--- config.mk ---
export PLATFORM = sky130hd
export DESIGN_NAME = restoring_div_8by4
export DESIGN_NICKNAME = d
export VERILOG_FILES = /design/src/rtl/restoring_div_8by4.sv
export SDC_FILE = /design/constraint.sdc
export NUM_CORES = 1
export LEC_CHECK = 0
export CORE_MARGIN = 1.5
export CORE_UTILIZATION = 40
export CTS_CLUSTER_DIAMETER = 30
export DETAILED_ROUTE_END_ITERATION = 12
export PLACE_DENSITY = 0.67
export SETUP_SLACK_MARGIN = 0.1
export SLEW_MARGIN = 20
export SYNTH_ARGS = -nofsm -noshare
export SYNTH_HDL_FRONTEND = slang
export SYNTH_SLANG_ARGS = --single-unit
--- constraint.sdc ---
create_clock -name clk -period 2.35 [get_ports clk]
set_input_delay 0.47 -clock clk [delete_from_list [all_inputs] [get_ports clk]]
set_output_delay 0.47 -clock clk [all_outputs]
set_load 0.05 [all_outputs]
--- src/rtl/restoring_div_8by4.sv ---
`default_nettype none
// +--------------------------------------------------------------------------+
// | Module      : restoring_div_8by4                                         |
// | Description : Sequential restoring divider, NW-bit dividend by DW-bit    |
// |               divisor, one quotient bit per clock, valid/ready on both   |
// |               sides. A zero divisor yields quotient all-ones, remainder  |
// |               = dividend low bits and div_by_zero set.                   |
// |               Optional macro DIV_BACK2BACK_EN: accept new operands in    |
// |               the same cycle as the result handshake (skips IDLE).       |
// | Revision    : 1.0 - initial release                                      |
// +--------------------------------------------------------------------------+
module restoring_div_8by4 #(
  parameter int NW = 8,
  parameter int DW = 4
) (
  input  logic          clk,
  input  logic          rst,
  input  logic          in_valid,
  output logic          in_ready,
  input  logic [NW-1:0] dividend,
  input  logic [DW-1:0] divisor,
  output logic          out_valid,
  input  logic          out_ready,
  output logic [NW-1:0] quotient,
  output logic [DW-1:0] remainder,
  output logic          div_by_zero
);

  typedef enum logic [1:0] {
    S_IDLE = 2'd0,
    S_CALC = 2'd1,
    S_DONE = 2'd2
  } state_t;

  localparam int            CW     = $clog2(NW) + 1;
  localparam logic [CW-1:0] C_LAST = CW'(NW - 1);

  state_t        r_state;
  state_t        w_state_nxt;
  logic          w_in_ready;
  logic          w_out_valid;
  logic          w_accept;

  // Dividend shift register; quotient bits enter at the LSB as dividend
  // bits leave at the MSB, so it ends up holding the quotient.
  logic [NW-1:0] r_dsr;
  logic [DW-1:0] r_dvs;
  logic [DW-1:0] r_prem;
  logic [CW-1:0] r_cnt;
  logic          r_dbz;

  // Trial value is DW+1 bits wide; the restored or subtracted result is
  // always below the divisor, so only DW bits need to be kept.
  logic [DW:0]   w_t;
  logic          w_ge;
  logic [DW-1:0] w_rem_nxt;

  assign w_t       = {r_prem, r_dsr[NW-1]};
  assign w_ge      = (w_t >= {1'b0, r_dvs});
  assign w_rem_nxt = w_ge ? (w_t[DW-1:0] - r_dvs) : w_t[DW-1:0];

  assign w_accept  = in_valid && w_in_ready;

  // State register, synchronous active-low reset.
  always_ff @(posedge clk) begin
    if (!rst) begin
      r_state <= S_IDLE;
    end else begin
      r_state <= w_state_nxt;
    end
  end

  // Next-state and handshake decode.
  always_comb begin
    w_state_nxt = r_state;
    w_in_ready  = 1'b0;
    w_out_valid = 1'b0;
    case (r_state)
      S_IDLE: begin
        w_in_ready = 1'b1;
        if (in_valid) begin
          w_state_nxt = (divisor != '0) ? S_CALC : S_DONE;
        end
      end
      S_CALC: begin
        if (r_cnt == C_LAST) begin
          w_state_nxt = S_DONE;
        end
      end
      S_DONE: begin
        w_out_valid = 1'b1;
        if (out_ready) begin
`ifdef DIV_BACK2BACK_EN
          w_in_ready = 1'b1;
          if (in_valid) begin
            w_state_nxt = (divisor != '0) ? S_CALC : S_DONE;
          end else begin
            w_state_nxt = S_IDLE;
          end
`else
          w_state_nxt = S_IDLE;
`endif
        end
      end
      default: begin
        w_state_nxt = S_IDLE;
      end
    endcase
  end

  // Operand capture on accept, then one restoring step per CALC cycle.
  always_ff @(posedge clk) begin
    if (!rst) begin
      r_dsr  <= '0;
      r_dvs  <= '0;
      r_prem <= '0;
      r_cnt  <= '0;
      r_dbz  <= 1'b0;
    end else if (w_accept) begin
      r_dvs <= divisor;
      r_cnt <= '0;
      if (divisor == '0) begin
        // Zero divisor: result is final immediately, no iterations run.
        r_dsr  <= '1;
        r_prem <= dividend[DW-1:0];
        r_dbz  <= 1'b1;
      end else begin
        r_dsr  <= dividend;
        r_prem <= '0;
        r_dbz  <= 1'b0;
      end
    end else if (r_state == S_CALC) begin
      r_dsr  <= {r_dsr[NW-2:0], w_ge};
      r_prem <= w_rem_nxt;
      r_cnt  <= r_cnt + CW'(1);
    end
  end

  assign in_ready    = w_in_ready;
  assign out_valid   = w_out_valid;
  assign quotient    = r_dsr;
  assign remainder   = r_prem;
  assign div_by_zero = r_dbz;

endmodule
`default_nettype wire

Yosys cells after proc, flatten, opt, wreduce, memory -nomap -nowiden

Cells that the tools add are included.

Output and inout port bits: 15
Input port bits: 16
Logic and storage cells: 38
Register bits: 23

Bitwise logic cells: 1
$add $sub $neg: 2
Order comparisons: 1
Muxes and demuxes: 15
Equal/unequal tests: 6
Reduce and logical (&&, ||, !) cells: 7

Operator list:

| operator            | number |
|---|---|
| $mux 8              | 3 |
| $mux 4              | 4 |
| $mux 2              | 4 |
| $ne 2x2->1 const B  | 3 |
| $pmux 2 s3          | 1 |
| $ge 5x4->1          | 1 |
| $add 4x1->4 const B | 1 |
| $eq 4x3->1 const B  | 1 |
| $logic_not 4->1     | 1 |
| $reduce_bool 4->1   | 1 |
| $sub 4x4->4         | 1 |
| $mux 1              | 3 |
| $reduce_and 3->1    | 1 |
| $eq 2x1->1 const B  | 1 |
| $eq 2x2->1 const B  | 1 |
| $logic_not 2->1     | 1 |
| $reduce_bool 2->1   | 1 |
| $reduce_or 2->1     | 1 |
| $logic_and 1x1->1   | 1 |
| $not 1->1           | 1 |

Longest topological paths before layout

Word-level depth: 4
Gate-level depth with buffers: 7
Depth with buffers taken out: 7

Worst setup path before layout

OpenSTA, ideal clock, no wires.

Path type: register to register
Start: reg r_prem[1], in the netlist remainder[1]
End: reg r_prem[0], in the netlist remainder[0]
Path buffers: 0
Stages on the path, launching flop included: 7
Library setup time: 0.079 ns
Required time: 2.271 ns
Arrival time: 2.130 ns
Setup slack: 0.140 ns
Period minus slack after synthesis: 2.210 ns
Cell sequence: dfxtp_1 > ha_1 > or2_1 > a211oi_1 > nor2_2 > mux2_4 > a211oi_2

Cells in the longest elaborated chain, start to end: 4

RTL lines:

| what                   | line | text |
|---|---|---|
| start, declared        | 48   | `logic [DW-1:0] r_prem;` |
| start signal, assigned | 125  | `r_prem <= dividend[DW-1:0];` |
| start signal, assigned | 134  | `r_prem <= w_rem_nxt;` |
| $ge 5x4->1             | 59   | `assign w_ge = (w_t >= {1'b0, r_dvs});` |
| $mux 4                 | 60   | `assign w_rem_nxt = w_ge ? (w_t[DW-1:0] - r_dvs) : w_t[DW-1:0];` |
| $mux 4                 | 132  | `end else if (r_state == S_CALC) begin` |
| $mux 4                 | 119  | `end else if (w_accept) begin` |

Every way passes these cells. The select of a mux whose other input is x is not followed.
A chain may end at the register's enable or synchronous reset.

Worst setup path in the final report

Start: reg r_state[1]
End: out in_ready

Cells in the longest elaborated chain, start to end: 2

RTL lines:

| what                   | line | text |
|---|---|---|
| start, declared        | 38   | `state_t r_state;` |
| start signal, assigned | 69   | `r_state <= w_state_nxt;` |
| $logic_not 2->1        | 78   | `case (r_state)` |
| $mux 1                 | 78   |  |
| end, declared          | 19   | `output logic in_ready,` |

Every way passes these cells.

==> key figures <==
Floorplanning
  • Full die area: 0.00337 mm^2
  • Initial core utilization: between 40 and 50%
  • # rows: 19
  • Die Width: ~58 um
  • IO Pins: 31
  • Core area: roughly 0.0028 mm^2
  • DIE HEIGHT: around 58 um

Global routing
  • Vias in the first global route: around 1200
  • Pin count of the biggest net entering global routing: 16
  • Initial antenna violation count: 0
  • Total GRT Usage: around a fifth
  • Grt ovf: 0
  • First-pass GRT wire length: 5.25 mm

CTS
  • CTS tree: done
  • CTS Sinks: 23
  • Clock Tree Root: clkbuf_4
  • Latest clock arrival within the worst-skew pair: roughly 0.3 ns
  • CTS Hold Bufs: 0
  • Resized cells post-CTS: 1
  • Clock buffer depth: 2
  • # H-tree levels: 1
  • Clock transition at path regs: 0.13 ns
  • Num CTS Buffers: 3
  • Post-CTS Setup Bufs: 0

Final layout
  • Layout Utilization: roughly 57%
  • Post-route insts no fill: 213
  • Ant diodes: 0
  • Synth-to-Final Area Change: 31.9%
  • Share of cells above drive strength 1: 9.89%
  • Nets: 205

Placement
  • Routability-driven placement congestion ratio: between 0.9 and 1
  • Placed instance count: around 210
  • IO buf count: 30
  • HPWL after DPL: about 2.3 mm

Logic synthesis
  • Yosys reg bits: 23
  • Avg Cell Area, Syn: between 8 and 9 um^2
  • Cell variety after synth: 36
  • Sequential element share of the synthesized area: 37.9%
  • Synth async-reset ratio: 0%
  • Share of the synthesized area in the top cell type: a little under two fifths
  • Area leader, netlist: dfxtp_1
  • Netlist Area Pre-Place: between 0.001 and 0.0015 mm^2
  • Mapped Nets: between 150 and 200
  • Post-synth EDFFs: 0
  • Synth Warn #: 0
  • Synth Flop Type: dfxtp_1
  • Synth area leaders: dfxtp_1, a21oi_1, nor2_1
  • Cells after Synth: 148

STA
  • Max-slew violations: 0
  • Peak Freq: roughly 470 MHz
  • Fin Hold WS: between 0.4 and 0.5 ns
  • RSZ-0062 raised after global routing: no
  • Final TNS setup: 0 ns
  • Setup violations, final: 0
  • Slew headroom: 64.3%
  • Min Tclk post-route: ~2.1 ns
  • Final period util: 90.2%
  • Worst-Margin Slew: 0.534 ns
  • Final Hold Viols: 0
  • Clock skew: approximately 0.0016 ns

Setup path
  • Critical Path Start Type: register
  • Critical path arrival: between 1.5 and 2 ns
  • Setup crit end kind: primary output
  • Critical Path Fanout Max: 10
  • CP required: 1.88 ns
  • Crit path kind: register to primary output

Drt
  • Routed Wire Length: between 2 and 3 mm
  • DR iter-0 viols: 33
  • Metal1 wirelength: 1.46 mm
  • Antenna Nets Post-Route: 0
  • Vias per Instance: roughly 5.5
  • Vias: between 1000 and 1500
  • # DRC: 2
  • Met2 Routed Length: about 1.4 mm
  • DR WL/cell: 14.0 um
  • DR pass1 iterations: 8
  • Wire length on met3: 141 um
  • Top Metal Used: met4

Run status
  • Outcome: finished, violations left
  • Failing checks: DRC

Power and ir drop
  • Leakage Power: 0.616 nW
  • Worst VDD drop: about 0.28 mV
  • P per Cell Area: between 600 and 700 mW/mm^2

Job
  • MaxCap Viol Count: 0

Min path
  • Hold Path Class: register to register
[cells by family (layout without fill, tap and decap cells)]
family	count (synthesis)	count (layout)	share of synthesized area, %
fa+ha+maj	6	6	6.80
xor+xnor	5	5	3.61
flops	23	23	37.9
buf+inv	14	48	4.33
simple gates	52	52	21.5
mux	3	3	3.30
compound gates	45	45	22.5
[final cells by class]
| class | instances | area [um^2] |
|---|---|---|
| fill | 269 | 1230 |
| multi-input combinational | 111 | 701 |
| sequential | 23 | 460 |
| timing repair buffer | 36 | 344 |
| tap | 31 | 38.8 |
| inverter | 8 | 30.0 |
| clock buffer | 4 | 26.3 |
[cell usage in the layout (no fill, tap or decap), types with 3 or more instances in the layout]
master and instances:
clkdlybuf4s50_1 29, dfxtp_1 23, nor2_1 18, a21oi_1 16
nand2_1 13, o21ai_0 13, inv_1 8, buf_4 6
nor3_1 5, ha_1 5, xor2_1 4, a22oi_1 4
a31oi_1 3, clkbuf_4 3
[flip-flops by register name, summed over array words and instances, names as in the netlist]
name / flops
r_dvs: 4
r_state: 2
div_by_zero: 1
quotient: 8
remainder: 4
r_cnt: 4
[report_power, final]
part           total [mW]  internal (mW)  switching (mW)
registers           0.442          0.417          0.0248
clock network       0.185         0.0662           0.119
logic               0.350          0.148           0.202
total               0.977          0.631           0.346
[worst max-delay path: stages, from the launching register on]
cell             delay (ns)
dfxtp_1                0.41
nor2_1                 0.13
clkdlybuf4s50_1        0.81
[path summary, 6_finish.rpt]
check                       startpoint                        end  slack [ns]  cells after the start
max reg2reg  remainder[1]$_SDFFE_PN0P_  remainder[1]$_SDFFE_PN0P_        0.27                      6
min reg2reg   div_by_zero$_SDFFE_PN0P_   div_by_zero$_SDFFE_PN0P_        0.47                      2
min           div_by_zero$_SDFFE_PN0P_   div_by_zero$_SDFFE_PN0P_        0.47                      2
max            r_state[1]$_SDFFE_PN0P_                   in_ready        0.23                      2
[layer usage]
| metal | global-route usage (%) | up-vias |
|---|---|---|
| met3 | 2.23 | 2 |
| met2 | 32.1 | 33 |
| met1 | 27.4 | 552 |
| li1 | - | 594 |
| met5 | 0 | - |
| met4 | 5.32 | 0 |
[synthesized netlist by cell type (2+ instances only)]
library cell,instances
or2_1,2
a22oi_1,4
mux2_4,2
clkbuf_1,6
nor2b_1,2
nor3_1,5
nor2_1,18
a211oi_1,2
o21ai_0,13
inv_1,8
a21oi_1,16
nand2_1,13
xor2_1,4
a211oi_2,2
nor4_1,2
dfxtp_1,23
ha_1,5
a31oi_1,3
[through the flow]
| step | worst slack [ns] | power (mW) | instance area [um^2] |
|---|---|---|---|
| finish | 0.230 | 0.977 | 1600 |
| global route | 0.107 | 1.03 | 1600 |
| CTS | 0.213 | 0.986 | 1600 |
| detailed placement | 0.309 | 0.798 | 1580 |
| global placement | 0.368 | 0.789 | 1580 |
| floorplan | 0.140 | 0.680 | 1210 |
(Power assumes the default switching activity.)
